File: src/rtl/sr_pkg.sv
// Shared types and defaults for the debounced set/reset command generator.
// Holds the arbitration FSM state encoding and the set-over-reset priority rule.
package sr_pkg;

    localparam int DEBOUNCE_CYCLES_DEFAULT = 16;
    localparam int LOCKOUT_CYCLES_DEFAULT  = 4;

    typedef enum logic [1:0] {
        ST_IDLE    = 2'd0,
        ST_PULSE   = 2'd1,
        ST_LOCKOUT = 2'd2
    } sr_state_t;

    typedef struct packed {
        logic s;
        logic r;
        logic conflict;
    } sr_cmd_t;

    // Set wins; a simultaneous reset request is dropped and flagged.
    function automatic sr_cmd_t arbitrate(input logic set_req, input logic clr_req);
        sr_cmd_t cmd;
        cmd.s        = set_req;
        cmd.r        = clr_req & ~set_req;
        cmd.conflict = set_req & clr_req;
        return cmd;
    endfunction

endpackage

File: src/rtl/sr_cmd_gen_if.sv
// Button inputs and SR command outputs of sr_cmd_gen, bundled as one port.
// The master side presses buttons; the slave side (the generator) drives the pulses.
interface sr_cmd_gen_if;

    logic set_btn;
    logic clr_btn;
    logic s;
    logic r;
    logic busy;
    logic conflict;

    modport master (
        output set_btn,
        output clr_btn,
        input  s,
        input  r,
        input  busy,
        input  conflict
    );

    modport slave (
        input  set_btn,
        input  clr_btn,
        output s,
        output r,
        output busy,
        output conflict
    );

endinterface

File: src/rtl/sr_debounce.sv
// One button channel: 2-flop synchronizer, counting debouncer and registered
// rising-edge detector producing a one-cycle request.
module sr_debounce
    import sr_pkg::*;
#(
    parameter int DEBOUNCE_CYCLES = DEBOUNCE_CYCLES_DEFAULT
) (
    input  logic clk,
    input  logic rst,
    input  logic btn,
    output logic rise
);

    localparam int              CNT_W    = $clog2(DEBOUNCE_CYCLES + 1);
    localparam logic [CNT_W-1:0] CNT_LAST = CNT_W'(DEBOUNCE_CYCLES - 1);

    logic [1:0]       sync_reg;
    logic [CNT_W-1:0] cnt_reg;
    logic             level_reg;
    logic             level_d_reg;
    logic             rise_reg;

    always_ff @(posedge clk or posedge rst) begin
        if (rst) begin
            sync_reg    <= '0;
            cnt_reg     <= '0;
            level_reg   <= 1'b0;
            level_d_reg <= 1'b0;
            rise_reg    <= 1'b0;
        end else begin
            sync_reg    <= {sync_reg[0], btn};
            level_d_reg <= level_reg;
            rise_reg    <= level_reg & ~level_d_reg;

            // Toggle on the sample that would complete DEBOUNCE_CYCLES differing samples.
            if (sync_reg[1] == level_reg) begin
                cnt_reg <= '0;
            end else if (cnt_reg == CNT_LAST) begin
                level_reg <= ~level_reg;
                cnt_reg   <= '0;
            end else begin
                cnt_reg <= cnt_reg + 1'b1;
            end
        end
    end

    assign rise = rise_reg;

endmodule

File: src/rtl/sr_cmd_gen.sv
// Turns two bouncing buttons into mutually exclusive single-cycle s/r pulses
// for a downstream SR flip-flop, with set priority and a post-pulse lockout.
module sr_cmd_gen
    import sr_pkg::*;
#(
    parameter int DEBOUNCE_CYCLES = DEBOUNCE_CYCLES_DEFAULT,
    parameter int LOCKOUT_CYCLES  = LOCKOUT_CYCLES_DEFAULT
) (
    input  logic          clk,
    input  logic          rst,
    sr_cmd_gen_if.slave   io
);

    localparam int               LOCK_W    = $clog2(LOCKOUT_CYCLES + 1);
    localparam logic [LOCK_W-1:0] LOCK_LOAD = LOCK_W'(LOCKOUT_CYCLES - 1);

    // Channel 0 is set, channel 1 is clear.
    logic [1:0] btn_vec;
    logic [1:0] rise_vec;

    assign btn_vec = {io.clr_btn, io.set_btn};

    generate
        for (genvar gi = 0; gi < 2; gi++) begin : g_chan
            sr_debounce #(
                .DEBOUNCE_CYCLES(DEBOUNCE_CYCLES)
            ) u_debounce (
                .clk  (clk),
                .rst  (rst),
                .btn  (btn_vec[gi]),
                .rise (rise_vec[gi])
            );
        end
    endgenerate

    sr_state_t         state_reg;
    logic [LOCK_W-1:0] lock_cnt_reg;
    logic              set_pend_reg;
    logic              clr_pend_reg;
    logic              s_reg;
    logic              r_reg;
    logic              busy_reg;
    logic              conflict_reg;

    logic    set_req;
    logic    clr_req;
    logic    can_start;
    logic    start;
    sr_cmd_t cmd;

    assign set_req   = rise_vec[0] | set_pend_reg;
    assign clr_req   = rise_vec[1] | clr_pend_reg;
    assign can_start = (state_reg == ST_IDLE) ||
                       ((state_reg == ST_LOCKOUT) && (lock_cnt_reg == '0));
    assign start     = can_start & (set_req | clr_req);
    assign cmd       = arbitrate(set_req, clr_req);

    always_ff @(posedge clk or posedge rst) begin
        if (rst) begin
            state_reg    <= ST_IDLE;
            lock_cnt_reg <= '0;
            set_pend_reg <= 1'b0;
            clr_pend_reg <= 1'b0;
            s_reg        <= 1'b0;
            r_reg        <= 1'b0;
            busy_reg     <= 1'b0;
            conflict_reg <= 1'b0;
        end else begin
            s_reg        <= 1'b0;
            r_reg        <= 1'b0;
            conflict_reg <= 1'b0;

            if (start) begin
                // Entering PULSE consumes both pending flags; a losing reset is dropped.
                state_reg    <= ST_PULSE;
                s_reg        <= cmd.s;
                r_reg        <= cmd.r;
                conflict_reg <= cmd.conflict;
                busy_reg     <= 1'b1;
                set_pend_reg <= 1'b0;
                clr_pend_reg <= 1'b0;
            end else begin
                case (state_reg)
                    ST_IDLE: begin
                        busy_reg <= 1'b0;
                    end
                    ST_PULSE: begin
                        state_reg    <= ST_LOCKOUT;
                        lock_cnt_reg <= LOCK_LOAD;
                        set_pend_reg <= set_pend_reg | rise_vec[0];
                        clr_pend_reg <= clr_pend_reg | rise_vec[1];
                    end
                    ST_LOCKOUT: begin
                        if (lock_cnt_reg == '0) begin
                            state_reg <= ST_IDLE;
                            busy_reg  <= 1'b0;
                        end else begin
                            lock_cnt_reg <= lock_cnt_reg - 1'b1;
                            set_pend_reg <= set_pend_reg | rise_vec[0];
                            clr_pend_reg <= clr_pend_reg | rise_vec[1];
                        end
                    end
                    default: begin
                        state_reg <= ST_IDLE;
                        busy_reg  <= 1'b0;
                    end
                endcase
            end
        end
    end

    assign io.s        = s_reg;
    assign io.r        = r_reg;
    assign io.busy     = busy_reg;
    assign io.conflict = conflict_reg;

endmodule
File: src/flat_wrapper.sv
// flat-port wrapper written by rule: the top's interface ports become plain ports
module sr_cmd_gen_flat import sr_pkg::*;
#(
    parameter int DEBOUNCE_CYCLES = DEBOUNCE_CYCLES_DEFAULT,
    parameter int LOCKOUT_CYCLES  = LOCKOUT_CYCLES_DEFAULT
)
  (clk, rst, io_set_btn, io_clr_btn, io_s, io_r, io_busy, io_conflict);
  sr_cmd_gen_if io_i ();
  input  logic clk;
  input  logic rst;
  input wire logic [$bits(io_i.set_btn)-1:0] io_set_btn;
  input wire logic [$bits(io_i.clr_btn)-1:0] io_clr_btn;
  output wire logic [$bits(io_i.s)-1:0] io_s;
  output wire logic [$bits(io_i.r)-1:0] io_r;
  output wire logic [$bits(io_i.busy)-1:0] io_busy;
  output wire logic [$bits(io_i.conflict)-1:0] io_conflict;
  assign io_i.set_btn = io_set_btn;
  assign io_i.clr_btn = io_clr_btn;
  assign io_s = io_i.s;
  assign io_r = io_i.r;
  assign io_busy = io_i.busy;
  assign io_conflict = io_i.conflict;
  sr_cmd_gen #(.DEBOUNCE_CYCLES(DEBOUNCE_CYCLES), .LOCKOUT_CYCLES(LOCKOUT_CYCLES)) u_core (.clk(clk), .rst(rst), .io(io_i));
endmodule
File: config.mk
export PLATFORM = sky130hd
export DESIGN_NAME = sr_cmd_gen_flat
export DESIGN_NICKNAME = d
export VERILOG_FILES = /design/src/rtl/sr_pkg.sv /design/src/rtl/sr_cmd_gen_if.sv /design/src/rtl/sr_debounce.sv /design/src/rtl/sr_cmd_gen.sv /design/src/flat_wrapper.sv
export SDC_FILE = /design/constraint.sdc
export NUM_CORES = 1
export LEC_CHECK = 0
export CAP_MARGIN = 25
export CELL_PAD_IN_SITES_DETAIL_PLACEMENT = 1
export CELL_PAD_IN_SITES_GLOBAL_PLACEMENT = 1
export CORE_MARGIN = 4
export CORE_UTILIZATION = 35
export CTS_CLUSTER_DIAMETER = 80
export DETAILED_ROUTE_END_ITERATION = 10
export GPL_TIMING_DRIVEN = 0
export HOLD_SLACK_MARGIN = 0.03
export PLACE_DENSITY = 0.69
export SYNTH_ARGS = -nofsm -noshare
export SYNTH_HDL_FRONTEND = slang
export SYNTH_SLANG_ARGS = --single-unit
File: constraint.sdc
create_clock -name clk -period 1.6 [get_ports clk]
set_input_delay 0.24 -clock clk [delete_from_list [all_inputs] [get_ports clk]]
set_output_delay 0.24 -clock clk [all_outputs]
set_load 0.005 [all_outputs]
# == Word level (Yosys, flattened, before mapping) ==
# Index checks and enable logic that the tools add are counted.
# word_totals
word_cells,81
register_bits,31
input_bits,4
output_inout_bits,4
# classes
eq_ne,11
n_reduce_logical,12
addsub,3
muxes,21
bitwise_logic,16
# ops
op,count
$mux 5,4
$add 5x1->5 const B,2
$eq 5x4->1 const B,2
$reduce_and 2->1,5
$mux 1,9
$not 1->1,8
$ne 3x2->1 const B,2
$pmux 1 s2,3
$pmux 2 s3,1
$pmux 3 s2,1
$and 1x1->1,5
$mux 2,2
$ne 2x1->1 const B,2
$logic_not 3->1,1
$mux 3,1
$or 1x1->1,3
$reduce_and 3->1,1
$reduce_bool 3->1,1
$sub 3x1->3 const B,1
$eq 1x1->1,2
$eq 2x1->1 const B,1
$eq 2x2->1 const B,1
$logic_not 2->1,1
$ne 2x2->1 const B,1
other kinds (3),3

# == Logic depth before layout (Yosys ltp) ==
# depth
word_depth,6
depth_mapped,6
depth_no_buf,6

# == By module ==
# A second synthesis with hierarchy kept.
# hier_totals
hier_cells,109
hier_area_um2,1283.7
# modules_own_cells
module,n_inst,area_per_inst_um2,cells_each
sr_debounce,2,367.9,27
sr_cmd_gen,1,548.0,55

# == Worst setup path after synthesis ==
# Ideal clock, no wire load.
# synth_timing
path_type,reg2reg
startpoint,register u_core.state_reg[0]
endpoint,register u_core.state_reg[1]
path_stages_with_launch,6
period_less_slack_ns,1.392
slack_ns,0.208
required_ns,1.475
arrival_time_ns,1.268
path_cell_list,dfrtp_1 > inv_1 > ha_1 > nand2_1 > o21ai_0 > mux2_2
# synth_between
elab_chain_cells,6
word_cells_on_any_way,11
cone_classes,eq/ne (4); mux (2); bitwise (1); reduce/logical (4)
# synth_lines
element,line,text
"start, declared",sr_cmd_gen.sv:36,sr_state_t state_reg;
"start signal, assigned",sr_cmd_gen.sv:60,state_reg <= ST_IDLE;
"start signal, assigned",sr_cmd_gen.sv:75,state_reg <= ST_PULSE;
"start signal, assigned",sr_cmd_gen.sv:88,state_reg <= ST_LOCKOUT;
$eq 2x2->1,"sr_cmd_gen.sv:54, sr_cmd_gen.sv:83",
$logic_and 1x1->1,sr_cmd_gen.sv:54,((state_reg == ST_LOCKOUT) && (lock_cnt_reg == '0));
$logic_or 1x1->1,sr_cmd_gen.sv:53,assign can_start = (state_reg == ST_IDLE) ||
$and 1x1->1,sr_cmd_gen.sv:55,assign start = can_start & (set_req | clr_req);
$ne 3x2->1 (no source line) or $ne 2x1->1 (tied branches),-,
$reduce_and 2->1 (no source line),-,
# Parallel ways exist; a longest one is shown, timed or not.
# A chain may end at the register's enable or synchronous reset.

# == Final worst setup path ==
# Ends and elaborated chain as after synthesis.

==> flow_metrics.py <==
metrics = {
    "clocking": {
        "cts_htree_levels": 2,
        "clock_sinks": 31,
        "path_clk_slew_ps": 60,
        "clockBufferDepth": 2,
        "worstSkewPairLatency_ps": 270,
        "cts_tree": "built",
        "numCtsBuffers": 5,
        "root_buffer": "clkbuf_8",
        "holdBufCountCts": 0,
    },
    "layout": {
        "final_area_um2": 1551,
        "layoutNonFillerInstCount": 173,
        "largest_reg_flops": 10,
        "fillers": 386,
        "antenna_cells": 0,
        "final_cell_mix": "31 x dfrtp_1, 13 x nor2_1, 11 x inv_1, 7 x clkdlybuf4s50_1, 6 x xor2_1",
        "areaGrowthSynthToFinish_pct": 21.09,
        "drive_gt1_share_pct": 16.54,
        "final_common_cell": "dfrtp_1",
        "final_nets": 137,
    },
    "sta": {
        "finalSetupViolations": 0,
        "slew-limit-headroom_pct": 70.71,
        "finalWorstSetupSlack_ps": 56.06,
        "max_freq_mhz": 647.7,
        "hold_viol_final": 0,
        "report.final.slew_viol_count": 0,
        "tightest_slew_ps": 438.9,
        "hold_ws_ps": 261.7,
        "fin_crit_ps": 1544,
        "fin_crit_sh_pct": 96.50,
        "worst_clock_skew_ps": 3.046,
    },
    "logic_synthesis": {
        "synth_seq_cells": 31,
        "syn_inst": 109,
        "yosys.cell_types.count": 24,
        "synth-seq-area-share_pct": 60.55,
        "syn_area_um2": 1281,
        "async_flop_share_pct": 100.0,
        "syn_area_per_cell_um2": 11.75,
        "synth_edf_count": 0,
        "yosysWarnings": 0,
        "ys.flop_type": "dfrtp_1",
        "syn_nets": 120,
    },
    "critical_path": {
        "cp.arrival_ps": 1710,
        "critical_path_class": "register to register",
        "cp.required_ps": 1760,
        "cp_max_fo": 6,
        "worstSetupStartpointType": "register",
        "end_kind": "register",
    },
    "global_routing": {
        "use_met1_pct": 13.04,
        "busiest_layer": "met2",
        "grt_pass1_wl_um": 3836,
        "first_global_vias": 875,
        "met2_usage_pct": 18.71,
        "gr-usage-met3_pct": 4.862,
        "grt_overflow": 0,
        "grt_max_degree": 24,
        "grt_usage_pct": 11.39,
        "antenna_found_initial": 0,
    },
    "placement": {
        "port_buffers": 7,
        "dpl_worst_slack_ps": -34.80,
        "place_inst": 163,
        "place_hpwl_um": 1588,
        "place.gp.congestion": 0.6846,
        "placed_area_um2": 1436,
    },
    "floorplanning": {
        "rows": 21,
        "die_width_um": 68.51,
        "ioPinCount": 8,
        "die-area_um2": 4693,
        "die-height_um": 68.51,
        "start_util_pct": 37.22,
        "core_area_um2": 3442,
    },
    "routing": {
        "wl_per_cell_um": 12.28,
        "drt_iter0_drc": 30,
        "first_pass_iters": 4,
        "drt_wl_total_um": 2125,
        "viasPerCell": 4.717,
        "remaining_drc_errors": 0,
        "num_vias": 816,
        "detail-route-antenna-nets": 0,
    },
    "worst_hold_path": {
        "hold_class": "input port to asynchronous set/reset pin",
    },
    "power_and_ir_drop": {
        "cellLeakagePower_nw": 0.7728,
        "power_density_nw_per_um2": 1044,
        "vdd.ir_drop.worst_uv": 500.0,
    },
    "outcome": {
        "status": "completed",
    },
    "flow_run": {
        "cap_violations": 0,
    },
}
## cells in the mapped netlist (all sizes together), types with 3 or more instances
cell   count  area share (%)
a21oi      5             2.0
dfrtp     31              61
ha         7             6.8
inv       11             3.2
mux2       3             2.6
nand2      3            0.88
nand3      5             2.0
nor2      13             3.8
nor2b      4             2.0
o21ai      7             3.0
xor2       6             4.1
## final cells by class
class / count / area [um2] / share of cell area, %
flip-flops and latches: 31 / 775.7 / 50.00
multi-input cells: 67 / 480.5 / 30.97
repair buffers: 10 / 112.6 / 7.258
clock buffers: 5 / 68.82 / 4.435
well taps: 46 / 57.56 / 3.710
inverters: 11 / 41.29 / 2.661
clock inverters: 3 / 15.01 / 0.9677
## path summary, 6_finish.rpt
path                                                         start                                      end  slack, ps  cells past startpoint
max                                            u_core.state_reg[0]                      u_core.state_reg[1]         60                      5
min                                                            rst                      u_core.state_reg[0]        260                      2
max reg2reg                                    u_core.state_reg[0]                      u_core.state_reg[1]         60                      5
min reg2reg                u_core.g_chan[0].u_debounce.sync_reg[0]  u_core.g_chan[0].u_debounce.sync_reg[1]        350                      0
max in group asynchronous                                      rst    u_core.g_chan[0].u_debounce.level_reg        880                      3
min in group clk           u_core.g_chan[0].u_debounce.sync_reg[0]  u_core.g_chan[0].u_debounce.sync_reg[1]        350                      0
## through the flow
stage | power [mW] | util [%] | setup TNS, ps
2_1_floorplan | 0.9822 | - | 0
3_3_place_gp | 1.019 | 40.93 | -1112
3_5_place_dp | 1.046 | 41.73 | -34.80
4_1_cts | 1.634 | 44.24 | 0
5_1_grt | 1.744 | 45.07 | -72.15
6_report | 1.620 | 45.07 | 0
## power breakdown
| group | internal, mW | switching (mW) | total [mW] | leakage (nW) |
|---|---|---|---|---|
| Sequential | 0.818 | 0.0205 | 0.838 | 0.418 |
| Clock | 0.297 | 0.271 | 0.567 | 0.0477 |
| Combinational | 0.0906 | 0.123 | 0.214 | 0.308 |
## routing by layer
| layer | vias to the layer above | share of wire, % |
|---|---|---|
| li1 | 393 | - |
| met1 | 411 | 43 |
| met2 | 10 | 52 |
| met3 | 2 | 4.0 |
| met4 | 0 | 0.38 |
| met5 | - | 0 |
## logic make-up after synthesis
kind of cell             synth area share (%)
XOR/XNOR                                4.102
AND/OR/NAND/NOR                         13.57
multiplexers                            2.637
AO/OA/AOI/OAI                           9.081
flip-flops                              60.55
adder cells (fa/ha/maj)                 6.836
buffers and inverters                   3.223
## worst max-delay path: stages (launching register included)
cell,delay [ps]
dfrtp_1,400
inv_1,120
ha_2,260
nand2_1,110
o21ai_1,190
mux2_2,350
## timing repair
| item | 4_1_cts | 5_1_grt |
|---|---|---|
| endpoints found under the setup margin | 1 | 5 |
| setup buffers | 0 | 2 |
| resized for setup | 2 | 3 |
| pin swaps | 0 | 1 |
Note: power is estimated with default switching activity, not from simulation.
